--- config.mk ---
export PLATFORM = sky130hd
export DESIGN_NAME = jtag_axi_txn_engine
export DESIGN_NICKNAME = d
export VERILOG_FILES = /design/src/rtl/jtag_axi_txn_engine.sv
export SDC_FILE = /design/constraint.sdc
export NUM_CORES = 1
export LEC_CHECK = 0
export CAP_MARGIN = 30
export CORE_MARGIN = 2
export CORE_UTILIZATION = 34
export CTS_CLUSTER_DIAMETER = 30
export DETAILED_ROUTE_END_ITERATION = 10
export PLACE_DENSITY = 0.77
export SLEW_MARGIN = 25
export SYNTH_ARGS = -nofsm -noshare
export SYNTH_HDL_FRONTEND = slang
export SYNTH_SLANG_ARGS = --single-unit
export TNS_END_PERCENT = 30
--- constraint.sdc ---
create_clock -name clk -period 3.4 [get_ports clk]
set_input_delay 0.34 -clock clk [delete_from_list [all_inputs] [get_ports clk]]
set_output_delay 0.34 -clock clk [all_outputs]
set_load 0.1 [all_outputs]
--- src/rtl/jtag_axi_txn_engine.sv ---
// jtag_axi_txn_engine: pops one JTAG request, runs a single-beat AXI4 read/write, pushes status back.
// Optional watchdog enabled by defining JTAG_AXI_TIMEOUT_EN.
package jtag_axi_pkg;
   typedef logic [31:0] axi_addr_t;
   typedef logic [31:0] axi_data_t;
   typedef logic [3:0]  axi_wr_strb_t;
   typedef logic [3:0]  axi_id_t;
   typedef enum logic [1:0] {JTAG_OKAY, JTAG_EXOKAY, JTAG_SLVERR, JTAG_DECERR} jtag_resp_t;
   typedef struct packed {
      logic       txn_type;
      logic [2:0] size;
      axi_addr_t  addr;
   } s_axi_afifo_to_axi_t;
   typedef struct packed {
      jtag_resp_t status;
      axi_data_t  data_rd;
   } s_axi_jtag_status_t;
   typedef struct packed {
      axi_id_t      awid;
      axi_addr_t    awaddr;
      logic [7:0]   awlen;
      logic [2:0]   awsize;
      logic [1:0]   awburst;
      logic         awvalid;
      axi_data_t    wdata;
      axi_wr_strb_t wstrb;
      logic         wlast;
      logic         wvalid;
      logic         bready;
      axi_id_t      arid;
      axi_addr_t    araddr;
      logic [7:0]   arlen;
      logic [2:0]   arsize;
      logic [1:0]   arburst;
      logic         arvalid;
      logic         rready;
   } s_axi_mosi_t;
   typedef struct packed {
      logic       awready;
      logic       wready;
      logic [1:0] bresp;
      logic       bvalid;
      logic       arready;
      axi_data_t  rdata;
      logic [1:0] rresp;
      logic       rvalid;
   } s_axi_miso_t;
endpackage

module jtag_axi_txn_engine
   import jtag_axi_pkg::*;
#(
   parameter int AXI_MASTER_ID  = 0,
   parameter int AXI_TIMEOUT_CC = 4096
) (
   input  logic                clk,
   input  logic                ares,
   input  logic                fifo_rd_txn_empty,
   input  s_axi_afifo_to_axi_t fifo_rd_txn,
   output logic                fifo_rd_en,
   input  logic                fifo_wr_data_txn_empty,
   input  axi_data_t           fifo_wr_data,
   input  axi_wr_strb_t        fifo_wr_strb,
   output logic                fifo_wr_data_en,
   input  logic                fifo_wr_txn_full,
   output s_axi_jtag_status_t  fifo_wr_resp,
   output logic                fifo_wr_en,
   output logic                timeout_o,
   output s_axi_mosi_t         jtag_axi_mosi_o,
   input  s_axi_miso_t         jtag_axi_miso_i
);
   typedef enum logic [2:0] {ST_IDLE, ST_WR_REQ, ST_WR_RESP, ST_RD_REQ, ST_RD_RESP, ST_PUSH} state_t;
   state_t       state, state_n;
   axi_addr_t    addr_q;
   logic [2:0]   size_q;
   axi_data_t    wdata_q, rdata_q;
   axi_wr_strb_t wstrb_q;
   jtag_resp_t   resp_q;
   logic         aw_done, w_done, timeout_q, start, is_wr;
   logic         aw_v, w_v, ar_v, b_r, r_r, aw_hs, w_hs, ar_hs, b_hs, r_hs;
   assign is_wr = fifo_rd_txn.txn_type;
   // a write only starts once its data beat is already waiting
   assign start = state == ST_IDLE && !ares && !fifo_rd_txn_empty && !fifo_wr_txn_full && !timeout_q &&
                  (!is_wr || !fifo_wr_data_txn_empty);
   assign aw_v  = state == ST_WR_REQ && !aw_done;
   assign w_v   = state == ST_WR_REQ && !w_done;
   assign ar_v  = state == ST_RD_REQ;
   assign b_r   = state == ST_WR_RESP;
   assign r_r   = state == ST_RD_RESP;
   assign aw_hs = aw_v && jtag_axi_miso_i.awready;
   assign w_hs  = w_v && jtag_axi_miso_i.wready;
   assign ar_hs = ar_v && jtag_axi_miso_i.arready;
   assign b_hs  = b_r && jtag_axi_miso_i.bvalid;
   assign r_hs  = r_r && jtag_axi_miso_i.rvalid;
   assign timeout_o    = timeout_q;
   assign fifo_wr_resp = '{status: resp_q, data_rd: rdata_q};
   always_ff @(posedge clk or posedge ares)
      if (ares) begin
         state   <= ST_IDLE;
         addr_q  <= '0;
         size_q  <= '0;
         wdata_q <= '0;
         wstrb_q <= '0;
         rdata_q <= '0;
         resp_q  <= JTAG_OKAY;
         aw_done <= 1'b0;
         w_done  <= 1'b0;
      end else begin
         state <= state_n;
         if (start) begin
            addr_q  <= fifo_rd_txn.addr;
            size_q  <= fifo_rd_txn.size;
            wdata_q <= fifo_wr_data;
            wstrb_q <= fifo_wr_strb;
            aw_done <= 1'b0;
            w_done  <= 1'b0;
         end
         if (aw_hs) aw_done <= 1'b1;
         if (w_hs) w_done <= 1'b1;
         if (b_hs) begin
            resp_q  <= jtag_resp_t'(jtag_axi_miso_i.bresp);
            rdata_q <= '0;
         end
         if (r_hs) begin
            resp_q  <= jtag_resp_t'(jtag_axi_miso_i.rresp);
            rdata_q <= jtag_axi_miso_i.rdata;
         end
      end
   always_comb begin
      state_n         = state;
      fifo_rd_en      = 1'b0;
      fifo_wr_data_en = 1'b0;
      fifo_wr_en      = 1'b0;
      unique case (state)
         ST_IDLE: if (start) begin
            fifo_rd_en      = 1'b1;
            fifo_wr_data_en = is_wr;
            state_n         = is_wr ? ST_WR_REQ : ST_RD_REQ;
         end
         ST_WR_REQ:  if ((aw_done || aw_hs) && (w_done || w_hs)) state_n = ST_WR_RESP;
         ST_WR_RESP: if (b_hs) state_n = timeout_q ? ST_IDLE : ST_PUSH;
         ST_RD_REQ:  if (ar_hs) state_n = ST_RD_RESP;
         ST_RD_RESP: if (r_hs) state_n = timeout_q ? ST_IDLE : ST_PUSH;
         ST_PUSH: if (!fifo_wr_txn_full) begin
            fifo_wr_en = 1'b1;
            state_n    = ST_IDLE;
         end
         default: state_n = ST_IDLE;
      endcase
   end
   always_comb begin
      jtag_axi_mosi_o         = '0;
      jtag_axi_mosi_o.awid    = axi_id_t'(AXI_MASTER_ID);
      jtag_axi_mosi_o.awaddr  = addr_q;
      jtag_axi_mosi_o.awsize  = size_q;
      jtag_axi_mosi_o.awburst = 2'b01;
      jtag_axi_mosi_o.awvalid = aw_v;
      jtag_axi_mosi_o.wdata   = wdata_q;
      jtag_axi_mosi_o.wstrb   = wstrb_q;
      jtag_axi_mosi_o.wlast   = 1'b1;
      jtag_axi_mosi_o.wvalid  = w_v;
      jtag_axi_mosi_o.bready  = b_r;
      jtag_axi_mosi_o.arid    = axi_id_t'(AXI_MASTER_ID);
      jtag_axi_mosi_o.araddr  = addr_q;
      jtag_axi_mosi_o.arsize  = size_q;
      jtag_axi_mosi_o.arburst = 2'b01;
      jtag_axi_mosi_o.arvalid = ar_v;
      jtag_axi_mosi_o.rready  = r_r;
   end
`ifdef JTAG_AXI_TIMEOUT_EN
   localparam int CW = $clog2(AXI_TIMEOUT_CC + 1);
   logic [CW-1:0] cnt;
   logic          busy;
   assign busy = state inside {ST_WR_REQ, ST_WR_RESP, ST_RD_REQ, ST_RD_RESP};
   // counter freezes once the flag is up; the flag clears only on reset
   always_ff @(posedge clk or posedge ares)
      if (ares) begin
         cnt       <= '0;
         timeout_q <= 1'b0;
      end else begin
         if (start) cnt <= '0;
         else if (busy && !timeout_q) cnt <= cnt + 1'b1;
         if (busy && cnt == CW'(AXI_TIMEOUT_CC - 1)) timeout_q <= 1'b1;
      end
`else
   // watchdog compiled out: flag is constant 0
   assign timeout_q = AXI_TIMEOUT_CC < 0;
`endif
endmodule

---- Word-level counts from Yosys, hierarchy flattened ----
Cells that the tools add are included.
word-level totals
  bits in registers ....................... 110
  input port bits ......................... 118
  logic and storage cells ................. 68
operators by class
  equal/unequal tests ..................... 11
  mux-type cells .......................... 21
  reduce and logical (&&, ||, !) cells .... 27
operators by type and width
  kind                number
  $mux 32             2
  $mux 3              6
  $pmux 3 s6          1
  $logic_and 1x1->1   12
  $mux 1              9
  $ne 2x1->1 const B  4
  $logic_not 1->1     7
  $eq 3x2->1 const B  2
  $eq 3x3->1 const B  2
  $mux 2              3
  $reduce_and 6->1    1
  $reduce_bool 2->1   3
  $ne 2x2->1 const B  2
  $eq 3x1->1 const B  1
  $logic_not 3->1     1
  $logic_or 1x1->1    3

---- Depth between registers and ports, before layout ----
  word-level depth ........................ 7
  gate-level depth with buffers ........... 5

---- Least setup slack after synthesis ----
OpenSTA, ideal clock, no wires.
  path kind ............................... register to output
  start point ............................. register state[0]
  end point ............................... output port fifo_wr_data_en
  arrival time ............................ 2249 ps
  slack ................................... 811 ps
  stages on the path, launching flop included .. 6
  path buffers ............................ 2
  cells stage by stage .................... dfrtp_1 > nor3_2 > nand3_2 > buf_6 > buf_6 > nor2_1
on the way
  cells in the longest elaborated chain, start to end .. 7
ends and longest elaborated chain
  what                            line     text
  start: declaration              73       state_t state, state_n;
  start signal: assignment        109      state <= state_n;
  $logic_not 3->1 *               83, 134
  $logic_and 1x1->1 (4 in a row)  83       assign start = state == ST_IDLE && !ares && !fifo_rd_txn_empty && !fifo_wr_txn_full && !timeout_q &&
  $mux 1                          135      ST_IDLE: if (start) begin
  $mux 1 *                        134      unique case (state)
  end: declaration                64       output logic fifo_wr_data_en,
Every way passes the cells marked *; elsewhere a longest branch is shown, timed or not.

---- Worst setup path in the final report ----
Same ends and word-level chain as after synthesis.

==> flow_summary.json <==
{
  "status": "finished clean",
  "slowest_stage": "dfrtp_1",
  "grt_first_pass_wirelength_mm": 19.0,
  "hpwl_mm": 8.98,
  "grt_pass1_vias": 3518,
  "drive_gt1_frac": 0.181,
  "grt_busiest_layer": "met2",
  "final.setup.worst_slack_ns": 0.841,
  "crit_arrival_ns": 2.22,
  "path_delay_family": "simple AND/OR/NAND/NOR gates",
  "synth_largest_type_area_fraction": 0.550,
  "core_area_um2": 14500,
  "grt_use_met1": 0.192,
  "reg2reg_setup_slack_ns": 1.18,
  "remaining_drc_errors": 0,
  "cp_cell_sequence": "nor3_2 > nand3_4 > nor2_1 > buf_4",
  "cp_num_buf_inv": 1,
  "timing.rr.end": "wdata_q[20]$_DFFE_PP0P_",
  "clock.fmax_mhz": 391,
  "wl_mm": 11.9,
  "start_kind": "register",
  "grt_start_max_net_pins": 66,
  "cts_max_level": 3,
  "firstDrtPassIters": 4,
  "dp_slack_ns": 0.889,
  "area_growth_pct": 53.4,
  "post-cts-setup-buffer-count": 0,
  "start_util": 0.346,
  "hold_buffers": 0,
  "use_met2": 0.258,
  "hold_violations": 0,
  "synthMuxAreaShare": 0.201,
  "drtIter0Drc": 91,
  "antenna_found_initial": 0,
  "syn_avg_cell_area_um2": 14.3,
  "period_share": 0.753,
  "gp_congestion": 0.797,
  "cts_root_buffer": "clkbuf_16",
  "die_w_um": 125,
  "synth_seq_cells": 110,
  "criticalPathCategory": "reg2out",
  "ios": 296,
  "n_antenna_cell": 0,
  "clk_pin_slew_ns": 0.07,
  "setup_viol": 0,
  "synth_top_family_by_area": "multiplexers",
  "grt_usage": 0.152,
  "ys.flop_type": "dfrtp_1",
  "r2r_start": "state[0]$_DFFE_PP0P_",
  "vias": 3370,
  "fin_nets": 688,
  "hold_class": "in2async",
  "dieArea_um2": 15700,
  "synth-xor-area-share": 0,
  "synth_compound_area_frac": 0.0773,
  "syn_area_um2": 5000,
  "core.rowCount": 44,
  "slowest_delay_ns": 0.55,
  "period_minus_slack_ns": 2.56,
  "skew_ns": 0.00696,
  "routed_via_density": 4.45,
  "synth.most_common_cell": "dfrtp_1",
  "rsz0062_at_grt": "false",
  "cts_buffer_depth": 2,
  "crit_required_ns": 3.06,
  "tightestPinTransition_ns": 1.02,
  "cap_violations": 0,
  "yosys.area.top_type": "dfrtp_1",
  "async_flop_share": 1.00,
  "globalRoute.totalOverflow": 0,
  "synth_edf_count": 0,
  "synth_adder_area_share": 0,
  "clock-sinks": 110,
  "wl_per_cell_um": 15.6,
  "gr-usage-met3": 0.0351,
  "ant_nets": 0,
  "synth-simple-area-share": 0.0365,
  "insertion_delay_ns": 0.33,
  "synth_cell_types": 33,
  "portBuffers": 265,
  "ys_seq_area_frac": 0.550,
  "final.setup.tns_ns": 0,
  "crit_path_end_kind": "output pin",
  "ctsResizeCount": 0,
  "yosysWarnings": 0,
  "slew_headroom": 0.319,
  "synth_area_leaders": "dfrtp_1 55%, mux2_4 14%, buf_4 11%, a22o_1 6.1%, mux2_2 5.9%",
  "slew_viol_final": 0,
  "synth_common_cells": "110 x dfrtp_1, 73 x buf_4, 46 x mux2_4",
  "tritoncts": "yes",
  "numCtsBuffers": 9,
  "ff2ff_path_depth": 4,
  "die_h_um": 125,
  "syn_inst": 350,
  "cp_max_fo": 35
}
through the flow:
step | instances | hold WS (ns) | utilization | cell area (um2)
final | 758 | 0.504 | 0.530 | 7680
after CTS | 758 | 0.505 | 0.530 | 7680
after floorplan | 378 | 0.457 | - | 5110
after detailed placement | 743 | 0.482 | 0.512 | 7410
after global routing | 758 | 0.522 | 0.530 | 7680
after global placement | 742 | 0.486 | 0.510 | 7380
per-layer routing:
metal | share of wire | vias up
li1 | - | 1564
met1 | 0.41 | 1616
met2 | 0.50 | 176
met3 | 0.064 | 14
met4 | 0.018 | 0
met5 | 0 | -
final cells by class:
class / instances / area (um2)
Clock inverter: 3 / 21.3
Sequential cell: 110 / 2750
Timing Repair Buffer: 269 / 2720
Tap cell: 184 / 230
Clock buffer: 12 / 246
Inverter: 3 / 13.8
Fill cell: 1220 / 6800
Multi-Input combinational cell: 177 / 1690
kinds of logic (layout without fill, tap and decap cells):
logic type | Yosys count | after routing
other cells | 2 | 30
buf+inv | 91 | 287
flops | 110 | 110
mux | 74 | 74
compound gates | 48 | 48
simple gates | 25 | 25
worst max-delay path by stage:
stage / slack (ns) / from / cells after the start / to
after floorplan: 0.16 / ares / 1 / addr_q[0]$_DFFE_PP0P_
final: 0.84 / state[0]$_DFFE_PP0P_ / 4 / fifo_wr_data_en
after detailed placement: 0.89 / ares / 5 / wdata_q[20]$_DFFE_PP0P_
after global routing: 0.67 / state[0]$_DFFE_PP0P_ / 4 / fifo_wr_data_en
after CTS: 0.81 / state[0]$_DFFE_PP0P_ / 4 / fifo_wr_data_en
after global placement: 0.93 / ares / 5 / fifo_wr_data_en
placed cells by master (no fill, tap or decap), drive strengths merged:
| cell | count |
|---|---|
| a22oi | 1 |
| nor3 | 3 |
| and3b | 2 |
| a221o | 1 |
| clkinv | 2 |
| clkinvlp | 1 |
| o21ai | 3 |
| mux2i | 2 |
| clkbuf | 12 |
| dfrtp | 110 |
| nor2 | 5 |
| a211o | 1 |
| inv | 3 |
| nand2b | 2 |
| mux2 | 72 |
| conb | 30 |
| or3b | 1 |
| o22ai | 2 |
| and2 | 1 |
| nor3b | 2 |
| a22o | 35 |
| clkdlybuf4s50 | 257 |
| and4bb | 2 |
| a31oi | 1 |
| nand3 | 1 |
| nor2b | 3 |
| a21oi | 4 |
| nand2 | 3 |
| buf | 12 |
registers in the layout, indices dropped and copies added, names as in the netlist:
signal / count
addr_q: 32
rdata_q: 32
wdata_q: 32
wstrb_q: 4
size_q: 3
state: 3
resp_q: 2
aw_done: 1
w_done: 1
Power is not shown: default switching activity piles up to over one toggle a cycle in this logic, so the estimate is an artifact.
